`src/rtl/truth_table_sequencer_pkg.sv`:
```
// Shared types and sizes for the exhaustive truth-table sequencer and its settle timer.
package truth_table_sequencer_pkg;

    localparam int NUM_COMBOS = 8;
    localparam int IDX_W      = 3;
    localparam int CNT_W      = 4;

    typedef enum logic [2:0] {
        ST_IDLE   = 3'd0,
        ST_SETTLE = 3'd1,
        ST_SAMPLE = 3'd2,
        ST_CHECK  = 3'd3,
        ST_DONE   = 3'd4
    } state_t;

endpackage

```
`src/rtl/truth_table_sequencer_settle_timer.sv`:
```
// Settle-time counter: clear restarts at zero, enable counts up, tc_o flags SETTLE_CYCLES-1.
module settle_timer
    import truth_table_sequencer_pkg::*;
#(
    parameter int unsigned SETTLE_CYCLES = 2
) (
    input  logic clk,
    input  logic rst_n,
    input  logic clear_i,
    input  logic en_i,
    output logic tc_o
);

    logic [CNT_W-1:0] cnt_q;
    logic [CNT_W-1:0] cnt_d;

    assign tc_o = (cnt_q == CNT_W'(SETTLE_CYCLES - 1));

    // Counting stops at terminal count, so the counter cannot overflow its 4 bits.
    always_comb begin
        cnt_d = cnt_q;
        if (clear_i) begin
            cnt_d = '0;
        end else if (en_i && !tc_o) begin
            cnt_d = cnt_q + CNT_W'(1);
        end
    end

    // NOTE: sequential state uses non-blocking assignments so every register samples pre-edge values.
    always_ff @(posedge clk or negedge rst_n) begin
        if (!rst_n) begin
            cnt_q <= '0;
        end else begin
            cnt_q <= cnt_d;
        end
    end

endmodule

```
`src/rtl/truth_table_sequencer.sv`:
```
// Drives all 8 {a,b,c} combinations into a combinational block, samples x/y after a settle
// time, and compares the measured truth tables against the expected ones.
module truth_table_sequencer
    import truth_table_sequencer_pkg::*;
#(
    parameter int unsigned SETTLE_CYCLES = 2,
    parameter logic [7:0]  EXP_X         = 8'h00,
    parameter logic [7:0]  EXP_Y         = 8'h00
) (
    input  logic       clk,
    input  logic       rst_n,
    input  logic       start,
    output logic       a,
    output logic       b,
    output logic       c,
    input  logic       x_in,
    input  logic       y_in,
    output logic       busy,
    output logic       done,
    output logic       pass,
    output logic [2:0] fail_idx,
    output logic [7:0] x_table,
    output logic [7:0] y_table
);

    state_t                  state_q, state_d;
    logic [IDX_W-1:0]        idx_q, idx_d;
    logic [NUM_COMBOS-1:0]   x_tab_q, x_tab_d;
    logic [NUM_COMBOS-1:0]   y_tab_q, y_tab_d;
    logic                    pass_q, pass_d;
    logic [IDX_W-1:0]        fail_idx_q, fail_idx_d;

    logic                    tmr_clear;
    logic                    tmr_en;
    logic                    tmr_tc;
    logic [NUM_COMBOS-1:0]   mismatch;
    logic [IDX_W-1:0]        first_bad;

    settle_timer #(
        .SETTLE_CYCLES(SETTLE_CYCLES)
    ) u_settle_timer (
        .clk    (clk),
        .rst_n  (rst_n),
        .clear_i(tmr_clear),
        .en_i   (tmr_en),
        .tc_o   (tmr_tc)
    );

    // Lowest mismatching index wins; stays 0 when the tables agree.
    always_comb begin
        mismatch  = (x_tab_q ^ EXP_X) | (y_tab_q ^ EXP_Y);
        first_bad = '0;
        for (int i = NUM_COMBOS - 1; i >= 0; i--) begin
            if (mismatch[i]) begin
                first_bad = IDX_W'(i);
            end
        end
    end

    // NOTE: every signal written here gets a default first, so no path can infer a latch.
    always_comb begin
        state_d    = state_q;
        idx_d      = idx_q;
        x_tab_d    = x_tab_q;
        y_tab_d    = y_tab_q;
        pass_d     = pass_q;
        fail_idx_d = fail_idx_q;
        tmr_clear  = 1'b0;
        tmr_en     = 1'b0;

        unique case (state_q)
            ST_IDLE, ST_DONE: begin
                if (start) begin
                    state_d    = ST_SETTLE;
                    idx_d      = '0;
                    x_tab_d    = '0;
                    y_tab_d    = '0;
                    pass_d     = 1'b0;
                    fail_idx_d = '0;
                    tmr_clear  = 1'b1;
                end
            end
            ST_SETTLE: begin
                if (tmr_tc) begin
                    state_d = ST_SAMPLE;
                end else begin
                    tmr_en = 1'b1;
                end
            end
            ST_SAMPLE: begin
                x_tab_d[idx_q] = x_in;
                y_tab_d[idx_q] = y_in;
                if (idx_q == IDX_W'(NUM_COMBOS - 1)) begin
                    state_d = ST_CHECK;
                end else begin
                    idx_d     = idx_q + IDX_W'(1);
                    tmr_clear = 1'b1;
                    state_d   = ST_SETTLE;
                end
            end
            ST_CHECK: begin
                pass_d     = (x_tab_q == EXP_X) && (y_tab_q == EXP_Y);
                fail_idx_d = first_bad;
                state_d    = ST_DONE;
            end
            default: begin
                state_d = ST_IDLE;
            end
        endcase
    end

    always_ff @(posedge clk or negedge rst_n) begin
        if (!rst_n) begin
            state_q    <= ST_IDLE;
            idx_q      <= '0;
            x_tab_q    <= '0;
            y_tab_q    <= '0;
            pass_q     <= 1'b0;
            fail_idx_q <= '0;
        end else begin
            state_q    <= state_d;
            idx_q      <= idx_d;
            x_tab_q    <= x_tab_d;
            y_tab_q    <= y_tab_d;
            pass_q     <= pass_d;
            fail_idx_q <= fail_idx_d;
        end
    end

    assign {a, b, c} = idx_q;
    assign busy      = (state_q == ST_SETTLE) || (state_q == ST_SAMPLE) || (state_q == ST_CHECK);
    assign done      = (state_q == ST_DONE);
    assign pass      = pass_q;
    assign fail_idx  = fail_idx_q;
    assign x_table   = x_tab_q;
    assign y_table   = y_tab_q;

endmodule

```
`config.mk`:
```
export PLATFORM = sky130hd
export DESIGN_NAME = truth_table_sequencer
export DESIGN_NICKNAME = d
export VERILOG_FILES = /design/src/rtl/truth_table_sequencer_pkg.sv /design/src/rtl/truth_table_sequencer_settle_timer.sv /design/src/rtl/truth_table_sequencer.sv
export SDC_FILE = /design/constraint.sdc
export NUM_CORES = 1
export LEC_CHECK = 0
export CORE_MARGIN = 4
export CORE_UTILIZATION = 51
export DETAILED_ROUTE_END_ITERATION = 10
export GPL_ROUTABILITY_DRIVEN = 1
export PLACE_DENSITY = 0.79
export SLEW_MARGIN = 20
export SYNTH_ARGS = -nofsm -noshare
export SYNTH_HDL_FRONTEND = slang
export SYNTH_SLANG_ARGS = --single-unit
```
`constraint.sdc`:
```
create_clock -name clk -period 1.93 [get_ports clk]
set_input_delay 0.4825 -clock clk [delete_from_list [all_inputs] [get_ports clk]]
set_output_delay 0.4825 -clock clk [all_outputs]
set_load 0.01 [all_outputs]
```
Word-level counts from Yosys, hierarchy flattened --
Index checks and enable logic that the tools add are counted.
Word-level totals: bits in registers 30, input port bits 5, output and inout bits 25, word-level logic and storage cells 70
Operators by class: add/subtract/negate cells 2, order comparisons 2, equality and inequality tests 9, mux-type cells 32, bitwise operators 1, reductions and logical operators 17
Operator list (count):
- 3-bit 2-to-1 mux | 12
- 8-bit one-hot mux with 2 select lines | 2
- 8-bit bitwise mux | 2
- 8-bit zero test | 2
- 3-bit one-hot mux with 2 select lines | 2
- 3-bit one-hot mux with 4 select lines | 1
- 4-bit 2-to-1 mux | 2
- 8-bit 2-to-1 mux | 1
- 8-bit OR | 1
- 3-bit by 2-bit == test with 1-bit output, second input constant | 2
- 3-bit == test, second input constant | 2
- 1-bit 2-to-1 mux | 6
- 2-bit AND reduction | 3
- 2-bit nonzero test | 3
- 4-bit by 1-bit adder with 4-bit output, second input constant | 1
- 4-bit by 1-bit == test with 1-bit output, second input constant | 1
- 3-bit by 4-bit less-than comparator with 1-bit output, second input constant | 1
- 2-bit inequality test, second input constant | 2
- 1-bit one-hot mux with 2 select lines | 2
- 3-bit by 1-bit adder with 3-bit output, second input constant | 1
- 1-bit demux with 3-bit select | 1
- 3-bit by 1-bit == test with 1-bit output, second input constant | 1
- 3-bit by 1-bit >= comparator with 1-bit output, second input constant | 1
- 1-bit logical AND | 3
- 7 further kinds | 8

Longest topological paths before layout --
depth after elaboration 10, mapped depth 6

Hierarchy --
Synthesis repeated with hierarchy kept, for this count alone.
Second synthesis, totals: cells, all modules 150, area total of the unflattened synthesis 1561.5 um^2
By module, submodules not included:
- truth_table_sequencer | instances 1, cells an instance 128, area an instance 1336.3 um^2, seq. area each 650.6 um^2
- settle_timer | instances 1, cells an instance 22, area an instance 225.2 um^2, seq. area each 100.1 um^2

Least setup slack after synthesis --
Ideal clock, no wire load.
path kind register -> register, start point register idx_q[0], end point register idx_q[0], setup time 125 ps, arrival time 1519 ps, required time 1805 ps, path slack 286 ps, stages on the path, launching flop included 7, path buffers 0, cell sequence dfrtp_1 ha_1 ha_1 nor2_1 mux2i_1 or2_2 mux2_2
On the way: longest elaborated chain between the ends 3, elaborated cells on any way between the ends 6, those cells by class add/sub (1); eq/ne (2); mux (2); reduce/logical (1)
Ends and longest elaborated chain:
- start: declaration | line truth_table_sequencer.sv:27 | logic [IDX_W-1:0] idx_q, idx_d;
- start signal: assignment | line truth_table_sequencer.sv:122 | idx_q <= idx_d;
- 3-bit by 1-bit adder with 3-bit output or 3-bit == test (tied branches) | line truth_table_sequencer.sv:96, truth_table_sequencer.sv:93
- 3-bit 2-to-1 mux or 2-bit inequality test (tied branches)
- 3-bit one-hot mux with 2 select lines or 3-bit AND reduction (tied branches)
Several ways; a longest one is shown, not always the timed one. The select of a mux whose other input is x is not followed. A chain may end at the register's enable or synchronous reset.

Worst setup path in the final report --
start point register idx_q[2], end point output a
RTL lines:
- end: declaration | line truth_table_sequencer.sv:13 | output logic a,
No word-level cell between the ends.

==> metrics.md <==
| Metric | Value |
|---|---|
| Status | finished clean |
| Clock-pin transition on the worst setup and hold timing paths | 0.09 ns |
| Synth area leader | dfrtp_1 |
| Slowest stage delay, CP | 0.57 ns |
| Final instance area | 1950 um2 |
| Async SR Flop Fraction | 100% |
| Antenna Nets Post-Route | 0 |
| Initial drt markers | 69 |
| Grt ovf | 0 |
| Detailed Place HPWL | 2550 um |
| Fillers | 244 |
| Most common cell after layout, fill and taps aside | dfrtp_1 |
| Tcrit/Tclk final | 96.4% |
| F_max | 537 MHz |
| Hold depth | 2 |
| Main synth FF type | dfrtp_1 |
| Area grow syn2layout | 25.0% |
| IO Pins | 30 |
| Ant. Diodes | 0 |
| WP data arrival | 1.38 ns |
| Placement Setup Slack | 0.0207 ns |
| DR vias | 1,291 |
| Hold EP | fail_idx[0] |
| CTS tree | yes |
| First-pass GRT wire length | 5980 um |
| CTS root buf | clkbuf_4 |
| Share of layout cells above drive strength 1 | 14.5% |
| First-pass DRT Iterations | 7 |
| DR vias/cell | 5.76 |
| FF-to-FF setup slack | 0.22 ns |
| Hold wc startpoint | fail_idx[0] |
| Leak | 0.873 nW |
| Worst Setup SP | idx_q[2] |
| Least-Margin Pin Slew | 0.480 ns |
| Register Area | 752 um2 |
| DIE WIDTH | 63.3 um |
| YS warnings | 0 |
| Synth top area cells | dfrtp_1, o21ai_0, nor2_1, o22ai_1, ha_1 |
| Area of the multi-input gates | 714 um2 |
| Placed Area | 1880 um2 |
| FP Rows | 19 |
| Critical path cell sequence | clkdlybuf4s50_1 |
| Setup TNS | 0 ns |
| CTS max path bufs | 2 |
| Cell Pwr Density | 1250 nW/um2 |
| Top Layer Used | met4 |
| Worst EP required | 1.45 ns |
| Final hold vios | 0 |
| Fin nets | 201 |
| Post-synthesis cell type count | 43 |
| WL met3 | 227 um |
| Capture point of the worst reg-to-reg path | idx_q[0] |
| #FFs+latches synth | 30 |
| Worst clock skew | 0.00565 ns |
| Worst R2R Start | idx_q[0] |
| Vias in the first global route | 1,284 |
| Max-cap violation count | 0 |
| Worst Path Buf+Inv | 1 |
| CP delay by family, top | buffers and inverters |
| DRC | 0 |
| Clock Sinks | 30 |
| Minimum clock period | 1.86 ns |
| Number of antenna violations at the first check in global routing | 0 |
| Most frequent cells in the layout | dfrtp_1, clkdlybuf4s50_1, nor2_1 |
| Total die area | 4010 um2 |
| Setup WS post-layout | 0.0692 ns |
| Worst-path maximum fanout | 11 |
| Pin count of the biggest net entering global routing | 31 |
| Core area | 2830 um2 |
| Area share of the largest cell type after synthesis | 48.1% |
| Crit end category | output pin |
| Initial core utilization | 55.2% |
| Post-synth EDFFs | 0 |
| Worst setup SP type | register |
| Hold WS | 0.487 ns |
| Hold/Removal Path Class | reg -> reg |
| GRT Total Usage | 19.2% |
| Final setup viols | 0 |
| PortBufs | 29 |
| Gpl congestion | 0.825 |
| Syn Nets | 166 |
| RSZ-0062 raised after global routing | no |
| Worst-case reg-to-reg path depth | 6 |
| Peak supply drop | 615 uV |
| Die height | 63.3 um |
| Relative slew slack | 67.7% |
| Synthesized cell area | 1560 um2 |
| Hold_buf cts | 0 |
| Synth Instances | 157 |
| Met1 wire length | 1480 um |
| Syn_area_per_cell | 9.95 um2 |
| Sequential share of the synthesized area | 48.1% |
| Fin. max-slew vios | 0 |
| Slowest CP cell | clkdlybuf4s50_1 |
| Kind of critical path | reg -> out |
| Worst-Skew Late Latency | 0.33 ns |
| H-tree levels | 2 |
| TritonCTS buffer count | 5 |
| Power, Total | 2.44 mW |
| WL/cell | 15.5 um |
| Met2 WL | 1710 um |
| Total Wirelength | 3480 um |
==> routing by layer <==
metal	track usage, %	vias up
li1	-	621
met1	23.7	613
met5	0	-
met3	4.26	5
met2	31.2	52
met4	10.5	0
==> power breakdown <==
| group | internal, mW | switching, mW |
|---|---|---|
| Combinational | 0.540 | 0.626 |
| Clock | 0.176 | 0.213 |
| Sequential | 0.763 | 0.117 |
==> state kept, by name, summed over array words and instances (netlist names) <==
signal,flops
y_table,8
pass,1
u_settle_timer.cnt_q,4
fail_idx,3
state_q,3
x_table,8
idx_q,3
==> synthesized netlist by cell type, types with 3 or more instances <==
library cell / number
dfrtp_1: 30
nor2_1: 15
inv_1: 12
o21ai_0: 12
nand2_1: 9
o22ai_1: 9
nand3_1: 6
a21oi_1: 5
o21ai_1: 5
ha_1: 4
nand3b_1: 4
buf_6: 3
nand2b_1: 3
o21a_1: 3
==> logic make-up after synthesis <==
group                    Yosys count  synth area share [%]
flip-flops                        30                  48.1
multiplexers                       3                  2.00
XOR/XNOR                           2                  1.12
AO/OA/AOI/OAI                     45                  19.2
AND/OR/NAND/NOR                   54                  20.0
buffers and inverters             19                  6.33
adder cells (fa/ha/maj)            4                  3.21
==> tightest hold or removal path: cells and delay by family (launching register included) <==
kind | cells | cell delay, ns
and+or+nand+nor | 2 | 0.10
DFF | 1 | 0.35
==> layout make-up <==
cell class	count	area share, %
clock buffer	7	2.82
clock inverter	1	0.256
inverter	12	2.31
multi-input combinational	108	36.6
sequential	30	38.5
tap	31	1.99
timing repair buffer	35	17.5
==> metrics by stage <==
step | std cells | utilization [%]
floorplan | 157 | -
global placement | 216 | 66.5
detailed placement | 216 | 66.5
CTS | 224 | 68.8
global route | 224 | 69.0
finish | 224 | 69.0
==> worst max-delay path by stage <==
| stage | endpoint | slack [ns] | cells past startpoint |
|---|---|---|---|
| 4_1_cts | busy | 0.02 | 2 |
| 3_5_place_dp | x_table[5] | 0.02 | 5 |
| 5_1_grt | a | 0.01 | 1 |
| 6_report | a | 0.07 | 1 |
| 2_1_floorplan | idx_q[0] | 0.29 | 6 |
| 3_3_place_gp | x_table[0] | 0.07 | 5 |
==> what timing repair did <==
action | 4_1_cts | 5_1_grt
hold endpoints to repair | 0 | 0
gates resized for setup | 5 | 2
endpoints found under the setup margin | 4 | 2
setup buffers | 0 | 0
(Power assumes the default switching activity.)
==> patch (config.mk and constraints unchanged) <==
The 5 states of `state_t` get a one-hot encoding in 5 bits.
--- a/src/rtl/truth_table_sequencer_pkg.sv
+++ b/src/rtl/truth_table_sequencer_pkg.sv
@@ -7,8 +7,8 @@
 
-    typedef enum logic [2:0] {
-        ST_IDLE   = 3'd0,
-        ST_SETTLE = 3'd1,
-        ST_SAMPLE = 3'd2,
-        ST_CHECK  = 3'd3,
-        ST_DONE   = 3'd4
+    typedef enum logic [4:0] {
+        ST_IDLE   = 5'b00001,
+        ST_SETTLE = 5'b00010,
+        ST_SAMPLE = 5'b00100,
+        ST_CHECK  = 5'b01000,
+        ST_DONE   = 5'b10000
     } state_t;
Function: no difference found for any inputs over 10 cycles, from zero or initial values and one cycle with rst_n low; not proved beyond that.
==> patch against the unedited design <==
- synthesized area increased by 7.9%
- sequential cell count increased by 2
- power decreased by 15%
- routed wire length increased by 20%
- die area increased by 6.8%
- setup slack got worse by 0.022 ns
- synthesized cell count increased by 9.6%
- cell area increased by 11%
==> patch: results (changes against the unedited design) <==
metric;value;unit;change
dpl_cell_area;2080;sq um;+10%
synth_area_leaders;dfrtp_1 (46%), o2bb2ai_1 (5.7%), nor2_1 (4.9%);;
fin_hold_ws;0.502;ns;+0.0156 ns
cpMaxStageDelayCell;clkdlybuf4s50_1;;
ys_top_cells_by_count;dfrtp_1 (31), nor2_1 (22), nand3_1 (13), nand2_1 (12), o2bb2ai_1 (11);;
avgSynthCellArea;9.79;sq um;-1.6%
wire_per_inst;16.2;microns;+4.2%
synth-adder-area-share;0.0297;;-0.00233
fin_skew;0.0117;ns;+0.00606 ns
post-place-ws;-0.0323;ns;-0.0529 ns
via_per_inst;5.91;;+2.6%
holdPathStages;1;;-1
portBuffers;29;;unchanged
grt_use_total;0.217;;+0.0247
dpl.hpwl;2930;microns;+15%
grt_first_pass_wirelength;7060;microns;+18%
worstPathMaxFanout;6;;-5
ir_worst_vdd;0.000555;V;-9.8%
yosys.area_share.xor_xnor;0.0208;;+0.00958
worst_hold_path.endpoint;fail_idx[0];;
worst_pin_slew;0.538;ns;+0.0585 ns
cp-startpoint;idx_q[0];;
r2r-start;state_q[2];;
synthMuxAreaShare;0.00669;;-0.0133
finalNetCount;223;;+11%
hold_class;flop to flop;;
ys_seq_area_frac;0.476;;-0.00454
r2r-end;y_table[5];;
initialDrtViolationCount;75;;+8.7%
grt_pass1_vias;1568;;+22%
grt_start_max_net_pins;33;;+6.5%
route.met3.wl;175;microns;-23%
arrival;1.40;ns;+0.02 ns
final_cells;259;;+16%
dp.cells;249;;+15%
first_pass_iters;4;;-3
cts_buffer_depth;2;;unchanged
outcome;completed;;
place_congestion;0.854;;+3.5%
reg2regPathDepth;5;;-1
clk_pin_slew_worst_paths;0.11;ns;+0.02 ns
leakagePower;0.974;nW;+12%
endpoint;c;;
cpPeakStageDelay;0.58;ns;
synth_cell_types;40;;-7.0%
synthArstFlopShare;1.00;;unchanged
hold_start;fail_idx[0];;
drive_gt1_frac;0.181;;+0.0363
wl_met1;1800;microns;+21%
synth_nets;181;;+9.0%
clock_latency;0.35;ns;+0.02 ns
ff2ff_setup_slack;0.15;ns;-0.07 ns
synth_compound_area_frac;0.212;;+0.0202
wl_met2;2090;microns;+23%
diodes;0;;unchanged
## patch: cell count changes after synthesis, sizes merged, moves of 4 or more
cell / unedited run / this run
o22ai: 10 / 6
o21ai: 17 / 4
nor2: 17 / 22
and3: 0 / 4
nand3: 6 / 13
o2bb2ai: 0 / 11
inv: 12 / 3
a21o: 0 / 6
## patch: timing repair
item	CTS	global route
setup buffers	1	1
setup endpoints to repair	3	3
resized for setup	9	5
hold endpoints to repair	0	0
## patch: area by class of cell
cell class	instances	area [sq um]
clock buffers	6	51.3
clock inverters	2	10.0
fillers	270	933
inverters	3	11.3
multi-input cells	129	850
flip-flops and latches	32	807
well taps	44	55.1
repair buffers	43	385
## patch: per-layer routing
layer,track usage,vias up
met2,0.388,37
met5,0,-
met4,0.0933,0
met1,0.244,762
met3,0.0513,14
li1,-,718
## patch: power by group
part	leakage, nW	switching, mW	total [mW]	internal, mW
combinational	0.502	0.446	0.810	0.364
clock	0.0380	0.241	0.414	0.173
sequential	0.433	0.0990	0.856	0.757
total	0.974	0.787	2.08	1.29
